--- config.mk ---
export PLATFORM = sky130hd
export DESIGN_NAME = uart_tx_fifo
export DESIGN_NICKNAME = d
export VERILOG_FILES = /design/src/rtl/uart_tx_fifo.sv
export SDC_FILE = /design/constraint.sdc
export NUM_CORES = 1
export LEC_CHECK = 0
export ABC_AREA = 1
export BUFFER_PORTS_ARGS = -buffer_cell sky130_fd_sc_hd__buf_4
export CORE_MARGIN = 4
export CORE_UTILIZATION = 52
export CTS_CLUSTER_DIAMETER = 50
export DETAILED_ROUTE_END_ITERATION = 7
export PLACE_DENSITY = 0.69
export SKIP_CTS_REPAIR_TIMING = 1
export SLEW_MARGIN = 10
export SYNTH_ARGS = -nofsm -noshare
export SYNTH_HDL_FRONTEND = slang
export SYNTH_SLANG_ARGS = --single-unit
--- constraint.sdc ---
create_clock -name clk_i -period 2.7 [get_ports clk_i]
set_input_delay 0.27 -clock clk_i [delete_from_list [all_inputs] [get_ports clk_i]]
set_output_delay 0.27 -clock clk_i [all_outputs]
set_load 0.02 [all_outputs]
--- src/rtl/uart_tx_fifo.sv ---
// uart_tx_fifo: byte FIFO plus launch sequencer in front of the UART transmit path.
// Software queues bytes on the valid/ready write port. The sequencer hands them
// to the transmit path one at a time. It uses the path's busy signal to know when
// a frame has started and when it has finished.
// Optional build macro UART_TX_FIFO_LEVEL_EN adds two outputs: level_o (the
// current fill count) and a sticky overflow_o flag.
//
// state        | meaning
// ------------ | ----------------------------------------------------------
// ST_IDLE      | nothing in flight; launch when data is queued and path not busy
// ST_LAUNCH    | tx_en_o is high for this single cycle
// ST_WAIT_START| waiting for the path to raise busy (no timeout)
// ST_WAIT_DONE | frame on the line; waiting for busy to fall
module uart_tx_fifo #(
  parameter int ADDR_W = 4
) (
  input  logic              clk_i,
  input  logic              rst_i,
  input  logic [7:0]        wr_data_i,
  input  logic              wr_valid_i,
  output logic              wr_ready_o,
  input  logic              flush_i,
  output logic              full_o,
  output logic              empty_o,
  output logic              idle_o,
`ifdef UART_TX_FIFO_LEVEL_EN
  output logic [ADDR_W:0]   level_o,
  output logic              overflow_o,
`endif
  output logic [7:0]        tx_data_o,
  output logic              tx_en_o,
  input  logic              tx_bussy_i
);

  localparam int DEPTH = 1 << ADDR_W;
  localparam logic [ADDR_W:0]   DEPTH_CNT = (ADDR_W + 1)'(DEPTH);
  localparam logic [ADDR_W:0]   CNT_ONE   = (ADDR_W + 1)'(1);
  localparam logic [ADDR_W-1:0] PTR_ONE   = ADDR_W'(1);

  typedef enum logic [1:0] {
    ST_IDLE,
    ST_LAUNCH,
    ST_WAIT_START,
    ST_WAIT_DONE
  } state_t;

  state_t            state_q, state_d;
  logic [ADDR_W-1:0] wr_ptr_q, wr_ptr_d;
  logic [ADDR_W-1:0] rd_ptr_q, rd_ptr_d;
  logic [ADDR_W:0]   count_q, count_d;
  logic [7:0]        tx_data_q, tx_data_d;
  logic              tx_en_q, tx_en_d;
  logic [7:0]        mem_q [DEPTH];
  logic [7:0]        mem_d [DEPTH];
  logic              push, launch;

  assign full_o     = (count_q == DEPTH_CNT);
  assign empty_o    = (count_q == '0);
  assign wr_ready_o = !full_o;
  assign idle_o     = empty_o && (state_q == ST_IDLE) && !tx_bussy_i;
  assign tx_data_o  = tx_data_q;
  assign tx_en_o    = tx_en_q;

  // Flush beats both sides. A launch that coincides with a flush is suppressed,
  // so the transmit path never sees a byte the FIFO has already discarded.
  assign push   = wr_valid_i && !full_o && !flush_i;
  assign launch = (state_q == ST_IDLE) && !empty_o && !tx_bussy_i && !flush_i;

  // Pointer and occupancy update; a simultaneous push and pop leaves the count unchanged.
  always_comb begin
    wr_ptr_d = wr_ptr_q;
    rd_ptr_d = rd_ptr_q;
    count_d  = count_q;
    if (flush_i) begin
      wr_ptr_d = '0;
      rd_ptr_d = '0;
      count_d  = '0;
    end else begin
      if (push)   wr_ptr_d = wr_ptr_q + PTR_ONE;
      if (launch) rd_ptr_d = rd_ptr_q + PTR_ONE;
      case ({push, launch})
        2'b10:   count_d = count_q + CNT_ONE;
        2'b01:   count_d = count_q - CNT_ONE;
        default: count_d = count_q;
      endcase
    end
  end

  // Storage write: only an accepted push touches the RAM.
  always_comb begin
    mem_d = mem_q;
    if (push) mem_d[wr_ptr_q] = wr_data_i;
  end

  // Sequencer next state.
  // tx_data holds the last launched byte; tx_en is a one-cycle strobe.
  always_comb begin
    state_d   = state_q;
    tx_data_d = tx_data_q;
    tx_en_d   = 1'b0;
    case (state_q)
      ST_IDLE: begin
        if (launch) begin
          tx_data_d = mem_q[rd_ptr_q];
          tx_en_d   = 1'b1;
          state_d   = ST_LAUNCH;
        end
      end
      ST_LAUNCH:     state_d = ST_WAIT_START;
      ST_WAIT_START: if (tx_bussy_i)  state_d = ST_WAIT_DONE;
      ST_WAIT_DONE:  if (!tx_bussy_i) state_d = ST_IDLE;
      default:       state_d = ST_IDLE;
    endcase
  end

  // Control registers with asynchronous reset.
  always_ff @(posedge clk_i or posedge rst_i) begin
    if (rst_i) begin
      state_q   <= ST_IDLE;
      wr_ptr_q  <= '0;
      rd_ptr_q  <= '0;
      count_q   <= '0;
      tx_data_q <= 8'h00;
      tx_en_q   <= 1'b0;
    end else begin
      state_q   <= state_d;
      wr_ptr_q  <= wr_ptr_d;
      rd_ptr_q  <= rd_ptr_d;
      count_q   <= count_d;
      tx_data_q <= tx_data_d;
      tx_en_q   <= tx_en_d;
    end
  end

  // RAM contents need no reset; the count and pointers gate every read.
  always_ff @(posedge clk_i) begin
    mem_q <= mem_d;
  end

`ifdef UART_TX_FIFO_LEVEL_EN
  logic overflow_q, overflow_d;

  assign level_o    = count_q;
  assign overflow_o = overflow_q;

  // Sticky overflow flag: a write attempt while full sets it; a flush clears it.
  always_comb begin
    overflow_d = overflow_q;
    if (flush_i)                   overflow_d = 1'b0;
    else if (wr_valid_i && full_o) overflow_d = 1'b1;
  end

  // Overflow flag register.
  always_ff @(posedge clk_i or posedge rst_i) begin
    if (rst_i) overflow_q <= 1'b0;
    else       overflow_q <= overflow_d;
  end
`endif

endmodule

==> flow_metrics.tcl <==
set metrics [dict create \
    power.density_nw_per_um2 880 \
    slew_violations 0 \
    reg2reg_setup_slack_ns 0.20 \
    power.leakage_nw 3.03 \
    hpwl_um 9440 \
    clock_latency_ns 0.42 \
    cp.required_ns 3.02 \
    fin_skew_ns 0.00860 \
    route.final.wire_length_um 14800 \
    synth_warnings 0 \
    die_h_um 121 \
    period_needed_ns 2.50 \
    max-cap-violations 0 \
    cp_slowest_stage_delay_ns 0.41 \
    regToRegStartpoint "state_q[0]" \
    vias 4425 \
    period_share_pct 92.5 \
    antenna_found_initial 0 \
    grt_max_degree 67 \
    dieArea_um2 14600 \
    cts.sinks 152 \
    synth_area_leaders "edfxtp_1 58%, dfrtp_1 9.1%, nand2_1 7.2%" \
    grt_use_met3_pct 6.01 \
    drive_above_1_share_pct 16.0 \
    grt_remaining_overflow 0 \
    vdd_drop_max_mv 0.626 \
    fin_nets 665 \
    synth_top_area_cell "edfxtp_1" \
    crit_type "flop to flop" \
    diodes 0 \
    syn-num-nets 627 \
    path_cells "inv_1 > ha_1 > inv_2 > nor2_4 > nand2_4 > nor2_8 > nand2_4 > fa_1 > nand3b_1 > nand2_1 > nand2_1 > nand2_1 > inv_1 > nand2_1 > nand2_1 > nand2_1 > nand2_1" \
    worstPathArrival_ns 2.82 \
    met2_usage_pct 33.7 \
    core-area_um2 12300 \
    first_global_vias 4386 \
    ys_ff_latch 152 \
    hold_class "input port to async pin" \
    path_max_fanout 13 \
    worst_slew_margin_rel_pct 38.9 \
    clock-root-buffer "clkbuf_16" \
    cts_made_buffers 17 \
    antenna_left 0 \
    drc 0 \
    crit_path_start_kind "flop" \
    num_rows 40 \
    routed_via_density 5.40 \
    async_flop_share_pct 15.8 \
    start_util_pct 54.0 \
    wl_per_cell_um 18.0 \
    worst_pin_slew_ns 0.915 \
    avgSynthCellArea_um2 11.0 \
    netlist_area_um2 6620 \
    port_buffers 25 \
    yosysUniqueCellTypes 33 \
    yosysSeqAreaShare_pct 67.1 \
    grt-busiest-layer "met2" \
    grtUsageMet1_pct 28.6 \
    cts_tree "done" \
    gp_congestion 0.869 \
    stdcell_area_um2 7730 \
    hold_viol 0 \
    synth_ff_type "edfxtp_1" \
    syn_to_final_growth_pct 16.7 \
    cp_top_family "simple AND/OR/NAND/NOR gates" \
    synthCells 601 \
    setup_violations 0 \
    yosys.area.top_type_share_pct 58.0 \
    synthMostInstantiatedCell "edfxtp_1" \
    end_kind "flop" \
    clk_transition_reported_paths_ns 0.06 \
    num-fill-cells 988 \
    outcome "finished clean" \
    yosys-top-cells-count "128 x edfxtp_1, 127 x nand2_1, 115 x nor2_1" \
    worst_r2r_endpoint "count_q[4]" \
    placed_area_um2 7050 \
    setup_tns_ns 0 \
    critical_path.most_common_cell "nand2_1" \
    synth_edf_count 128 \
    drtIter0Drc 469 \
    track_usage_pct 21.4 \
    htree_levels 4 \
    rsz0062_at_grt "no" \
    grt_pass1_wl_um 23200 \
    fmax_mhz 400 \
    drtPass1Iterations 5 \
    die_x_um 121 \
    slowest_stage "fa_1" \
    path_buf_inv 3 \
    num_io_pins 26 \
    rr_worst_depth 17 \
    clock_path_buffers 2 \
]
report_power, final:
part	leakage [nW]	internal, W	switching, W
sequential	1.47	0.00267	0.0000885
clock	0.322	0.00178	0.000910
combinational	1.23	0.000461	0.000898
total	3.03	0.00491	0.00190
sequential cells by signal, summed over array words and instances, names as in the netlist:
| signal | count |
|---|---|
| count_q | 5 |
| mem_q | 128 |
| rd_ptr_q | 4 |
| state_q | 2 |
| tx_data_o | 8 |
| tx_en_o | 1 |
| wr_ptr_q | 4 |
cell type report:
| cell class | instances | area (um2) | area share, % |
|---|---|---|---|
| multi-input cells | 400 | 1930 | 25.0 |
| repair buffers | 45 | 363 | 4.69 |
| clock inverters | 12 | 221 | 2.86 |
| well taps | 168 | 210 | 2.72 |
| inverters | 23 | 103 | 1.33 |
| flip-flops and latches | 152 | 4450 | 57.5 |
| clock buffers | 20 | 457 | 5.91 |
stage by stage:
stage                     power (W)  util [%]  hold WS, ns  setup slack [ns]  std cells
after CTS                   0.00683      63.0       0.0825             0.138        820
after detailed placement    0.00415      57.5        0.471             0.155        788
after global routing        0.00711      63.1       0.0898            0.0273        820
final                       0.00681      63.1       0.0486             0.202        820
after floorplan             0.00376         -        0.285             0.469        601
after global placement      0.00410      57.5        0.474             0.281        788
logic make-up (layout without fill, tap and decap cells):
| group | count (synthesis) | in the layout | synth area share [%] |
|---|---|---|---|
| adders and majority gates | 13 | 13 | 2.57 |
| xor gates and xnor gates | 2 | 2 | 0.265 |
| muxes | 1 | 1 | 0.151 |
| DFF | 152 | 152 | 67.1 |
| and+or+nand+nor | 316 | 316 | 20.7 |
| AOI/OAI and AO/OA | 68 | 68 | 5.42 |
| buffers and inverters | 49 | 100 | 3.80 |
layer usage:
layer  wire length, um  up-vias  share of wire (%)
li1                  -     2120                  -
met1              6280     2143                 43
met2              7230      135                 49
met3               929       27                6.3
met4               314        0                2.1
met5                 0        -                  0
how the worst max path moves through the flow:
stage	startpoint	to	cells past startpoint
2_1_floorplan	state_q[0]	count_q[4]	17
3_3_place_gp	state_q[0]	count_q[4]	17
3_5_place_dp	state_q[0]	count_q[4]	17
4_1_cts	state_q[0]	count_q[4]	17
5_1_grt	state_q[0]	count_q[4]	17
6_report	state_q[0]	count_q[4]	17
cells in the final DEF, fill, tap and decap left out, drive strengths merged, types with 3 or more instances in the layout:
| master | n |
|---|---|
| clkinv | 5 |
| dfrtp | 24 |
| o21ai | 63 |
| a21oi | 5 |
| buf | 45 |
| clkbuf | 20 |
| nand3 | 58 |
| nor3 | 3 |
| inv | 20 |
| bufinv | 7 |
| nor2 | 120 |
| edfxtp | 128 |
| ha | 12 |
| nand2 | 134 |
| clkinvlp | 3 |
worst reg2reg max path, cell delays in order, from the launching register on:
cell	delay [ns]
dfrtp_1	0.40
inv_1	0.11
ha_1	0.18
inv_2	0.06
nor2_4	0.15
nand2_4	0.10
nor2_8	0.20
nand2_4	0.11
fa_1	0.41
nand3b_1	0.20
nand2_1	0.08
nand2_1	0.05
nand2_1	0.08
inv_1	0.05
nand2_1	0.06
nand2_1	0.06
nand2_1	0.06
nand2_1	0.04
No activity file was read; power rests on OpenSTA's default activity.
